## src/rtl/attribute_emitter_pkg.sv

```systemverilog
// Shared constants, attribute type codes, emitter FSM states and the attribute name ROM.
package attribute_emitter_pkg;

  localparam int CHAR_BITES           = 8;
  localparam int ATTRIBUTE_TYPE_BITES = 4;
  localparam int ATT_NAME_MAX_LEN     = 10;
  localparam int NAME_IDX_BITS        = 4;

  localparam logic [ATTRIBUTE_TYPE_BITES-1:0] ATT_NONE     = 4'd0;
  localparam logic [ATTRIBUTE_TYPE_BITES-1:0] ATT_COLOR    = 4'd1;
  localparam logic [ATTRIBUTE_TYPE_BITES-1:0] ATT_SIZE     = 4'd2;
  localparam logic [ATTRIBUTE_TYPE_BITES-1:0] ATT_WIDTH    = 4'd3;
  localparam logic [ATTRIBUTE_TYPE_BITES-1:0] ATT_HEIGHT   = 4'd4;
  localparam logic [ATTRIBUTE_TYPE_BITES-1:0] ATT_SRC      = 4'd5;
  localparam logic [ATTRIBUTE_TYPE_BITES-1:0] ATT_HREF     = 4'd6;
  localparam logic [ATTRIBUTE_TYPE_BITES-1:0] ATT_BG       = 4'd7;
  localparam logic [ATTRIBUTE_TYPE_BITES-1:0] ATT_PADDING  = 4'd8;
  localparam logic [ATTRIBUTE_TYPE_BITES-1:0] ATT_MARGIN   = 4'd9;
  localparam logic [ATTRIBUTE_TYPE_BITES-1:0] ATT_BORDER   = 4'd10;
  localparam logic [ATTRIBUTE_TYPE_BITES-1:0] ATT_POSITION = 4'd11;

  typedef enum logic [2:0] {
    ST_IDLE,
    ST_NAME,
    ST_EQ,
    ST_QOPEN,
    ST_WAIT_DIGITS,
    ST_DIGITS,
    ST_QCLOSE,
    ST_DONE
  } emit_state_t;

  // Name length in characters; zero marks an unsupported type.
  function automatic logic [NAME_IDX_BITS-1:0] att_name_len(input logic [ATTRIBUTE_TYPE_BITES-1:0] t);
    logic [NAME_IDX_BITS-1:0] len;
    case (t)
      ATT_COLOR:    len = 4'd5;
      ATT_SIZE:     len = 4'd4;
      ATT_WIDTH:    len = 4'd5;
      ATT_HEIGHT:   len = 4'd6;
      ATT_SRC:      len = 4'd3;
      ATT_HREF:     len = 4'd4;
      ATT_BG:       len = 4'd10;
      ATT_PADDING:  len = 4'd7;
      ATT_MARGIN:   len = 4'd6;
      ATT_BORDER:   len = 4'd6;
      ATT_POSITION: len = 4'd8;
      default:      len = '0;
    endcase
    return len;
  endfunction

  function automatic logic [8*ATT_NAME_MAX_LEN-1:0] att_name_str(input logic [ATTRIBUTE_TYPE_BITES-1:0] t);
    logic [8*ATT_NAME_MAX_LEN-1:0] s;
    case (t)
      ATT_COLOR:    s = 80'("color");
      ATT_SIZE:     s = 80'("size");
      ATT_WIDTH:    s = 80'("width");
      ATT_HEIGHT:   s = 80'("height");
      ATT_SRC:      s = 80'("src");
      ATT_HREF:     s = 80'("href");
      ATT_BG:       s = 80'("background");
      ATT_PADDING:  s = 80'("padding");
      ATT_MARGIN:   s = 80'("margin");
      ATT_BORDER:   s = 80'("border");
      ATT_POSITION: s = 80'("position");
      default:      s = '0;
    endcase
    return s;
  endfunction

  // Strings are right-aligned, so character idx sits at byte (len-1-idx).
  function automatic logic [CHAR_BITES-1:0] att_name_char(input logic [ATTRIBUTE_TYPE_BITES-1:0] t,
                                                          input logic [NAME_IDX_BITS-1:0] idx);
    logic [8*ATT_NAME_MAX_LEN-1:0] s;
    logic [NAME_IDX_BITS-1:0]      pos;
    logic [CHAR_BITES-1:0]         c;
    s   = att_name_str(t);
    pos = att_name_len(t) - idx - 4'd1;
    c   = '0;
    for (int unsigned i = 0; i < ATT_NAME_MAX_LEN; i++) begin
      if (NAME_IDX_BITS'(i) == pos) c = s[i*8 +: 8];
    end
    return c;
  endfunction

endpackage

```

## src/rtl/attribute_emitter_integer_emitter.sv

```systemverilog
// Double-dabble binary-to-BCD converter with an ASCII digit-pop interface,
// most significant digit first, leading zeros suppressed.
module integer_emitter
  import attribute_emitter_pkg::*;
#(
  parameter int VAL_WIDTH  = 32,
  parameter int MAX_DIGITS = 10
) (
  input  logic                  clk_i,
  input  logic                  rst_i,
  input  logic                  start_i,
  input  logic [VAL_WIDTH-1:0]  value_i,
  input  logic                  pop_i,
  output logic                  digit_valid_o,
  output logic [CHAR_BITES-1:0] digit_o
);

  localparam int BCD_W = 4 * MAX_DIGITS;
  localparam int CNT_W = $clog2(VAL_WIDTH + 1);
  localparam int DIG_W = $clog2(MAX_DIGITS + 1);

  logic [VAL_WIDTH-1:0] bin_q, bin_d;
  logic [BCD_W-1:0]     bcd_q, bcd_d, bcd_adj;
  logic [CNT_W-1:0]     cnt_q, cnt_d;
  logic                 busy_q, busy_d;
  logic [DIG_W-1:0]     rem_q, rem_d, sig_digits;
  logic [3:0]           cur_digit;

  always_comb begin
    bcd_adj    = bcd_q;
    sig_digits = DIG_W'(1);
    cur_digit  = '0;
    for (int unsigned i = 0; i < MAX_DIGITS; i++) begin
      if (bcd_q[4*i +: 4] > 4'd4) bcd_adj[4*i +: 4] = bcd_q[4*i +: 4] + 4'd3;
      if (bcd_q[4*i +: 4] != 4'd0) sig_digits = DIG_W'(i + 1);
      if (DIG_W'(i) == rem_q - DIG_W'(1)) cur_digit = bcd_q[4*i +: 4];
    end
  end

  // VAL_WIDTH shift cycles, then one cycle to count significant digits.
  always_comb begin
    bin_d  = bin_q;
    bcd_d  = bcd_q;
    cnt_d  = cnt_q;
    busy_d = busy_q;
    rem_d  = rem_q;
    if (start_i) begin
      bin_d  = value_i;
      bcd_d  = '0;
      cnt_d  = CNT_W'(VAL_WIDTH);
      busy_d = 1'b1;
      rem_d  = '0;
    end else if (busy_q) begin
      if (cnt_q != '0) begin
        bcd_d = {bcd_adj[BCD_W-2:0], bin_q[VAL_WIDTH-1]};
        bin_d = bin_q << 1;
        cnt_d = cnt_q - 1'b1;
      end else begin
        busy_d = 1'b0;
        rem_d  = sig_digits;
      end
    end else if (pop_i && rem_q != '0) begin
      rem_d = rem_q - 1'b1;
    end
  end

  always_ff @(posedge clk_i or posedge rst_i) begin
    if (rst_i) begin
      bin_q  <= '0;
      bcd_q  <= '0;
      cnt_q  <= '0;
      busy_q <= 1'b0;
      rem_q  <= '0;
    end else begin
      bin_q  <= bin_d;
      bcd_q  <= bcd_d;
      cnt_q  <= cnt_d;
      busy_q <= busy_d;
      rem_q  <= rem_d;
    end
  end

  assign digit_valid_o = !busy_q && (rem_q != '0);
  assign digit_o       = {4'h3, cur_digit};

endmodule

```

## src/rtl/attribute_emitter.sv

```systemverilog
// Serializes an (attribute type, value) pair as name=value ASCII text.
// Macro ATTR_EMIT_QUOTES_EN wraps the value in double quotes.
module attribute_emitter
  import attribute_emitter_pkg::*;
#(
  parameter int VAL_WIDTH  = 32,
  parameter int MAX_DIGITS = 10
) (
  input  logic                            clock,
  input  logic                            reset,
  input  logic                            in_valid,
  output logic                            in_ready,
  input  logic [ATTRIBUTE_TYPE_BITES-1:0] in_type,
  input  logic [VAL_WIDTH-1:0]            in_value,
  output logic [CHAR_BITES-1:0]           out_char,
  output logic                            out_valid,
  input  logic                            out_ready,
  output logic                            done,
  output logic                            err
);

  emit_state_t                     state_q;
  logic [ATTRIBUTE_TYPE_BITES-1:0] type_q;
  logic [NAME_IDX_BITS-1:0]        idx_q;
  logic [CHAR_BITES-1:0]           out_char_q;
  logic                            out_valid_q, done_q, err_q;
  logic                            accept, hdr_done, dig_valid, dig_pop;
  logic [CHAR_BITES-1:0]           dig_char;

  assign in_ready = (state_q == ST_IDLE);
  assign accept   = in_valid && in_ready;

  integer_emitter #(
    .VAL_WIDTH  (VAL_WIDTH),
    .MAX_DIGITS (MAX_DIGITS)
  ) u_int (
    .clk_i         (clock),
    .rst_i         (reset),
    .start_i       (accept),
    .value_i       (in_value),
    .pop_i         (dig_pop),
    .digit_valid_o (dig_valid),
    .digit_o       (dig_char)
  );

  // Every path into DIGITS/WAIT_DIGITS is folded into hdr_done/dig_pop so the
  // digit pop and the character load share one condition.
  always_comb begin
    hdr_done = 1'b0;
`ifdef ATTR_EMIT_QUOTES_EN
    hdr_done = (state_q == ST_QOPEN) && out_ready;
`else
    hdr_done = (state_q == ST_EQ) && out_ready;
`endif
    dig_pop = dig_valid && (hdr_done || (state_q == ST_WAIT_DIGITS) ||
                            ((state_q == ST_DIGITS) && out_ready));
  end

  always_ff @(posedge clock or posedge reset) begin
    if (reset) begin
      state_q     <= ST_IDLE;
      type_q      <= '0;
      idx_q       <= '0;
      out_char_q  <= '0;
      out_valid_q <= 1'b0;
      done_q      <= 1'b0;
      err_q       <= 1'b0;
    end else begin
      done_q <= 1'b0;
      err_q  <= 1'b0;
      if (dig_pop) begin
        state_q     <= ST_DIGITS;
        out_char_q  <= dig_char;
        out_valid_q <= 1'b1;
      end else if (hdr_done) begin
        state_q     <= ST_WAIT_DIGITS;
        out_valid_q <= 1'b0;
      end else begin
        case (state_q)
          ST_IDLE: begin
            if (in_valid) begin
              type_q <= in_type;
              if (att_name_len(in_type) == '0) begin
                state_q <= ST_DONE;
                done_q  <= 1'b1;
                err_q   <= 1'b1;
              end else begin
                state_q     <= ST_NAME;
                out_char_q  <= att_name_char(in_type, '0);
                out_valid_q <= 1'b1;
                idx_q       <= 4'd1;
              end
            end
          end
          ST_NAME: begin
            if (out_ready) begin
              if (idx_q == att_name_len(type_q)) begin
                state_q    <= ST_EQ;
                out_char_q <= 8'h3D;
              end else begin
                out_char_q <= att_name_char(type_q, idx_q);
                idx_q      <= idx_q + 1'b1;
              end
            end
          end
`ifdef ATTR_EMIT_QUOTES_EN
          ST_EQ: begin
            if (out_ready) begin
              state_q    <= ST_QOPEN;
              out_char_q <= 8'h22;
            end
          end
          ST_DIGITS: begin
            if (out_ready) begin
              state_q    <= ST_QCLOSE;
              out_char_q <= 8'h22;
            end
          end
          ST_QCLOSE: begin
            if (out_ready) begin
              state_q     <= ST_DONE;
              out_valid_q <= 1'b0;
              done_q      <= 1'b1;
            end
          end
`else
          ST_DIGITS: begin
            if (out_ready) begin
              state_q     <= ST_DONE;
              out_valid_q <= 1'b0;
              done_q      <= 1'b1;
            end
          end
`endif
          ST_DONE: state_q <= ST_IDLE;
          default: ;
        endcase
      end
    end
  end

  assign out_char  = out_char_q;
  assign out_valid = out_valid_q;
  assign done      = done_q;
  assign err       = err_q;

endmodule

```

## config.mk

```make
export PLATFORM = sky130hd
export DESIGN_NAME = attribute_emitter
export DESIGN_NICKNAME = d
export VERILOG_FILES = /design/src/rtl/attribute_emitter_pkg.sv /design/src/rtl/attribute_emitter_integer_emitter.sv /design/src/rtl/attribute_emitter.sv
export SDC_FILE = /design/constraint.sdc
export NUM_CORES = 1
export LEC_CHECK = 0
export ABC_AREA = 1
export CORE_AREA = 8 8 154 156
export DETAILED_ROUTE_END_ITERATION = 8
export DIE_AREA = 0 0 162 164
export PLACE_DENSITY = 0.56
export SLEW_MARGIN = 20
export SYNTH_ARGS = -nofsm -noshare
export SYNTH_HDL_FRONTEND = slang
export SYNTH_HIERARCHICAL = 1
export SYNTH_SLANG_ARGS = --single-unit
export TNS_END_PERCENT = 100
```

## constraint.sdc

```tcl
create_clock -name clock -period 4 [get_ports clock]
set_clock_uncertainty 0.1 [all_clocks]
set_input_delay 1.2 -clock clock [delete_from_list [all_inputs] [get_ports clock]]
set_output_delay 1.2 -clock clock [all_outputs]
set_load 0.01 [all_outputs]
```

==> results of run 1 <==
[synth_stat cells, drive strengths merged (4+ instances only)]
cell type  number
ha             37
dfrtp         105
clkbuf         29
nand4          22
o22ai           4
o31ai           5
o2111ai        11
inv           189
a31oi          10
nand3          85
a21oi          59
nor2          110
clkinv          5
o21ai         156
nand2         326
o211ai         31
buf            18
nor3            9
[layout by cell type, fill, tap and decap left out, drive strengths merged, types with 2 or more instances in the layout]
cell type	n
nand2	326
inv	193
o21ai	156
nor2	110
dfrtp	105
nand3	85
a21oi	59
clkdlybuf4s50	51
buf	39
ha	37
o211ai	31
nand4	22
o2111ai	11
a31oi	10
clkbuf	10
nor3	9
o31ai	5
clkinv	5
o22ai	4
conb	4
xor2	3
nand3b	3
a211oi	3
or2	3
o41ai	3
a22oi	3
nor4	2
a22o	2
xnor2	2
a32o	2
o311ai	2
clkinvlp	2
[routing by layer]
| layer | share of wire | vias to the layer above |
|---|---|---|
| met4 | 0.024 | 0 |
| met1 | 0.47 | 3780 |
| met3 | 0.042 | 43 |
| met2 | 0.46 | 187 |
| met5 | 0 | - |
| li1 | - | 4210 |
[area by class of cell]
cell class                 count  area [um2]
timing repair buffer          90         853
sequential                   105        2630
tap                          280         350
clock buffer                  10         239
multi-input combinational    903        4770
clock inverter                 6        55.1
fill                        2276       11700
inverter                     194         732
[state kept, by name, indices dropped and copies added (netlist names)]
name and flops:
u_int/bcd_q 40, u_int/bin_q 32, out_char 8, u_int/cnt_q 6
idx_q 4, type_q 4, u_int/rem_q 4, state_q 3
done 1, err 1, out_valid 1, u_int/busy_q 1
[worst paths after layout]
| kind | start | endpoint | slack, ns | cells past startpoint |
|---|---|---|---|---|
| setup reg to reg | type_q[0] | out_char[4] | 0.46 | 17 |
| setup / recovery | in_type[0] | out_char[2] | 0.38 | 19 |
| min in group asynchronous | reset | u_int/bin_q[10] | 1.06 | 2 |
| max in group asynchronous | reset | out_char[0] | 1.91 | 2 |
| hold / removal | u_int/bin_q[4] | u_int/bin_q[4] | 0.39 | 2 |
| hold reg to reg | u_int/bin_q[4] | u_int/bin_q[4] | 0.39 | 2 |
[metrics by stage]
step | area (um2) | setup slack, ns | utilization | std cells | power [W]
global route | 9630 | 0.0741 | 0.451 | 1588 | 0.00935
floorplan | 8360 | 0.563 | - | 1249 | 0.00595
global placement | 9330 | 0.0832 | 0.437 | 1572 | 0.00749
CTS | 9630 | 0.418 | 0.451 | 1588 | 0.00844
finish | 9630 | 0.377 | 0.451 | 1588 | 0.00840
detailed placement | 9330 | 0.0368 | 0.437 | 1572 | 0.00749
[worst reg2reg max path: stages (launching register included)]
cell and delay [ns]:
dfrtp_1 0.46, inv_1 0.15, ha_1 0.22, inv_1 0.08, nand2_1 0.08, o22ai_1 0.30
inv_1 0.10, fa_1 0.58, nor2_1 0.20, nand3_1 0.13, buf_4 0.18, o311ai_0 0.48
o21ai_1 0.12, nand4_1 0.09, o21ai_1 0.07, nand2_1 0.05, nand2_1 0.05, nand2_1 0.05
[report_power, final]
| part | total [W] | switching [W] | internal (W) |
|---|---|---|---|
| sequential | 0.00194 | 0.000394 | 0.00154 |
| clock | 0.000896 | 0.000443 | 0.000453 |
| combinational | 0.00557 | 0.00357 | 0.00200 |
| total | 0.00840 | 0.00441 | 0.00399 |
[cells by family after synthesis]
family / synth area share
AND/OR/NAND/NOR: 0.300
AO/OA/AOI/OAI: 0.207
buffers and inverters: 0.115
flip-flops: 0.315
adder cells (fa/ha/maj): 0.0578
XOR/XNOR: 0.00525
other: 0.000899
==> summary.md, run 1 <==
| Metric | Value |
|---|---|
| Status | complete, no violations |
| CTS tree | built |
| Die Y | 164 um |
| Area leader, netlist | dfrtp_1 |
| CP startpoint kind | input pin |
| Critical Path Most Common Cell | nand2_1 |
| # clock sinks | between 100 and 150 |
| Slowest CP cell | clkdlybuf4s50_1 |
| Hold Slack | 0.387 ns |
| Maxcap violations | 0 |
| Drt total wl | roughly 23000 um |
| Max H-tree Level | 3 |
| Power Density | ~870 nW/um2 |
| Slew @ Worst Pin | ~0.94 ns |
| Total die area | between 20000 and 30000 um2 |
| Post-synth EDFFs | 0 |
| CP bufs+invs | 3 |
| Routing usage on met3 | 0.0293 |
| Final #Nets | 1381 |
| Starting Density | 0.391 |
| # setup viols final | 0 |
| Min Tclk post-route | 3.62 ns |
| Die Wd | 162 um |
| First drt pass iteration count | 5 |
| Vias/cell | 5.18 |
| GR peak layer | met2 |
| Yosys cell types | 56 |
| Initial antenna violation count | 0 |
| Synth top area cells | dfrtp_1, nand2_1, o21ai_0 |
| Vias in the first global route | 7869 |
| Tcrit/Tclk final | 0.906 |
| Post-synthesis async set-or-reset flop share | 1.00 |
| Worst path max stage delay | between 0.5 and 0.6 ns |
| Ys flop type | dfrtp_1 |
| Later-pin clock latency in the skew report | between 0.3 and 0.4 ns |
| # IOs | 52 |
| GRT met2 Usage | 0.299 |
| Setup TNS | 0 ns |
| ANT nets after route | 0 |
| Core Region | 21400 um2 |
| Area grow syn2layout | 15.3% |
| First-pass GRT wire length | 39300 um |
| Hpwl dp | 17600 um |
| Unrepaired setup endpoints after global routing | false |
| Crit-path max FO | 5 |
| Wire per inst | 14.6 um |
| Largest net degree at the start of global routing | 63 |
| Synthesized area | 8350 um2 |
| Gr usage total | 0.180 |
| Gpl congestion | 0.935 |
| Drt drc | 0 |
| Longest Clk Path Bufs | 2 |
| Layout cells sized above 1 | 0.0940 |
| Crit path max-delay family | simple AND/OR/NAND/NOR gates |
| Antenna cells | 0 |
| Sequential area share after synthesis | 0.315 |
| Share of Yosys cell area claimed by the top area cell type | 0.315 |
| # port buffers | 51 |
| Post-CTS sizing | 0 |
| CP cell instances | clkdlybuf4s50_1, inv_1, ha_1, o31ai_4, nor2_4, nand2_1, nand2_2, nor2_4, nand2_1, inv_1, o21ai_0, o21ai_0, nand4_1, nand2_1, nand2_1, nand2_1, nand2_1, nand2_1, nand2_1 |
| Post-CTS setup buffer count | 0 |
| Crit. End Element | register |
| Num rows | 54 |
| CTS root buf | clkbuf_16 |
| Fmax | 276 MHz |
| Vias | 8220 |
| Critical Path AT | roughly 3.8 ns |
| Leakage dissipation | 4.74 nW |
| Syn_area_per_cell | 6.70 um2 |
| Hold Violations, Final | 0 |
| Synthesized instance count | 1247 |
| CTS Hold Bufs | 0 |
| Max IR drop VDD | 410 uV |
| Relative slew slack | 0.371 |
| Worst setup path category | in -> reg |
| Clock buffer count from CTS | 9 |
| Pins Over Slew Limit | 0 |
| Synth warn | 6 |
| Reg clk slew, reported paths | 0.08 ns |
| Met1 usage | 0.233 |
| HP Class | reg -> reg |
| #FFs+latches synth | 105 |
| Req. time, crit path | 4.15 ns |
| Initial DRC count | roughly 460 |
| GRT overflow | 0 |
Power figures use the tool's default switching activity.
==> inputs of run 2 (changes only) <==
- SKIP_CTS_REPAIR_TIMING: default -> 1
- TNS_END_PERCENT: 100 -> default
==> results of run 2 <==
No change in the layout: final DEF, timing and power equal those of run 1.
==> inputs of run 3 (changes only) <==
--- a/config.mk
+++ b/config.mk
@@ -7,8 +7,8 @@
 export LEC_CHECK = 0
 export ABC_AREA = 1
-export CORE_AREA = 8 8 154 156
+export CORE_AREA = 8 8 169 171
 export DETAILED_ROUTE_END_ITERATION = 8
-export DIE_AREA = 0 0 162 164
-export PLACE_DENSITY = 0.56
+export DIE_AREA = 0 0 177 179
+export PLACE_DENSITY = 0.48
 export SKIP_CTS_REPAIR_TIMING = 1
 export SLEW_MARGIN = 20
--- a/constraint.sdc
+++ b/constraint.sdc
@@ -3,3 +3,3 @@
 set_input_delay 1.2 -clock clock [delete_from_list [all_inputs] [get_ports clock]]
 set_output_delay 1.2 -clock clock [all_outputs]
-set_load 0.01 [all_outputs]
+set_load 0.005 [all_outputs]
==> run 3 against run 2 <==
Combinational power hardly changed. Via count is 0.68% higher. Flip-flop and latch count stayed put. Total power fell by 0.12%. Core utilization is 7.5 points lower. Fmax about the same. Sequential power about the same.
==> summary.md, run 3 (synthesis gave the netlist of run 1 again) <==
| Metric | Value |
|---|---|
| Crit. End Element | register |
| Longest Clk Path Bufs | 2 |
| GRT overflow | 0 |
| Vias in the first global route | just under 8000 |
| Starting Density | 0.324 |
| Status | complete, no violations |
| # setup viols final | 0 |
| Reg2Reg Depth | 22 |
| CTS root buf | clkbuf_16 |
| Met3 routed WL | 908 um |
| Tcrit/Tclk final | 0.907 |
| CTS tree | built |
| Core Region | between 20000 and 30000 um2 |
| Critical Path AT | 3.78 ns |
| Leakage dissipation | approximately 4.7 nW |
| Initial DRC count | between 600 and 700 |
| CP startpoint kind | register |
| Setup crit start | type_q[0] |
| Hold Violations, Final | 0 |
| Die Y | ~180 um |
| Critical Path Most Common Cell | nand2_1 |
| Worst hold path depth | 2 |
| Vias/cell | 5.05 |
| ANT nets after route | 0 |
| Hpwl dp | 18500 um |
| Relative slew slack | 0.396 |
| Gr usage total | 0.159 |
| Top reg by flops | u_int/bcd_q |
| Antenna cells | 0 |
| Max layer used | met4 |
| First drt pass iteration count | 5 |
| Setup TNS | 0 ns |
| Die Wd | approximately 180 um |
| Pins Over Slew Limit | 0 |
| Clock buffer count from CTS | 9 |
| Req. time, crit path | 4.15 ns |
| Largest net degree at the start of global routing | between 60 and 70 |
| Total die area | 31700 um2 |
| Commonest non-fill, non-tap cell in the layout | nand2_1 |
| Unrepaired setup endpoints after global routing | false |
| Min Tclk post-route | 3.63 ns |
| HP Class | reg -> reg |
| Worst r2r src | type_q[0] |
| Max FFs per register | 40 |
| Gpl congestion | 0.923 |
| # IOs | 52 |
| Met2 wire length | about 12000 um |
| Wire per inst | between 10 and 15 um |
| Vias | ~8300 |
| WL met1 | between 10000 and 15000 um |
| Drt total wl | 24400 um |
| Slew @ Worst Pin | 0.905 ns |
| CP cell instances | inv_1, ha_1, nand2_1, nand2_1, nand2_1, inv_1, ha_1, inv_1, fa_1, nor2_1, nand3_1, inv_1, o211ai_1, o311ai_0, nor2_1, o21ai_0, nand2_1, nand2_1, nand2_1, nand2_1, nand2_1, nand2_1 |
| Total power | roughly 0.0084 W |
| Initial antenna violation count | 0 |
| Final #Nets | 1378 |
| Worst path max stage delay | 0.68 ns |
| Reg clk slew, reported paths | 0.08 ns |
| Maxcap violations | 0 |
| Area grow syn2layout | 15.9% |
| # port buffers | 51 |
| Layout cells sized above 1 | 0.0920 |
| Most frequent cells in the layout | nand2_1, inv_1, o21ai_0 |
| Power Density | between 800 and 900 nW/um2 |
| Hold path start | u_int/bin_q[9] |
| Max H-tree Level | 3 |
| Crit-path max FO | 8 |
| Num rows | 59 |
| Fmax | about 280 MHz |
| First-pass GRT wire length | 41100 um |
| Later-pin clock latency in the skew report | between 0.3 and 0.4 ns |
| Worst setup path category | reg -> reg |
| Drt drc | 0 |
| # clock sinks | 105 |
| Slowest CP cell | fa_1 |
| Max IR drop VDD | 342 uV |
[run 3: changes by cell type in the layout (fill, tap and decap cells not counted), sizes merged]
cell,previous run,this run
clkinvlp,2,1
inv,193,194
clkbuf,10,9
clkinv,5,6
buf,39,36
[run 3: routing by layer]
layer | track usage | up-vias
li1 | - | 4201
met1 | 0.211 | 3865
met2 | 0.267 | 184
met3 | 0.0211 | 26
met4 | 0.0413 | 0
met5 | 0 | -
[run 3: final timing paths]
kind / to / slack, ns
worst max-delay path: out_char[2] / 0.37
min in group asynchronous: u_int/bin_q[17] / 1.08
worst min-delay path: u_int/bin_q[9] / 0.39
max in group asynchronous: out_char[5] / 1.90
worst max register to register: out_char[2] / 0.37
worst min register to register: u_int/bin_q[9] / 0.39
[run 3: where the power goes]
| part | internal, W | total, W | switching (W) |
|---|---|---|---|
| clock network | 0.000445 | 0.000916 | 0.000471 |
| logic | 0.00194 | 0.00555 | 0.00361 |
| registers | 0.00154 | 0.00193 | 0.000386 |
| total | 0.00392 | 0.00839 | 0.00447 |
[run 3: critical path: cells and delay by family, from the launching register on]
| kind | cells | cell delay (ns) |
|---|---|---|
| flops | 1 | 0.43 |
| compound gates | 3 | 0.36 |
| buf+inv | 4 | 0.37 |
| fa+ha+maj | 3 | 1.09 |
| simple gates | 12 | 1.17 |
[run 3: layout make-up]
class / count / area (um2)
fillers: 2765 / 16100
clock buffers: 9 / 225
clock inverters: 7 / 70.1
inverters: 194 / 732
multi-input cells: 903 / 4770
repair buffers: 87 / 831
flip-flops and latches: 105 / 2630
well taps: 335 / 419
[run 3: stage by stage]
| stage | area [um2] | std cells | hold WS (ns) | util | setup slack (ns) |
|---|---|---|---|---|---|
| after floorplan | 8360 | 1249 | 0.352 | - | 0.563 |
| after global placement | 9380 | 1624 | 0.364 | 0.364 | 0.155 |
| after detailed placement | 9380 | 1624 | 0.370 | 0.364 | 0.125 |
| after CTS | 9680 | 1640 | 0.389 | 0.376 | 0.303 |
| after global routing | 9680 | 1640 | 0.407 | 0.376 | 0.0186 |
| final | 9680 | 1640 | 0.386 | 0.376 | 0.373 |
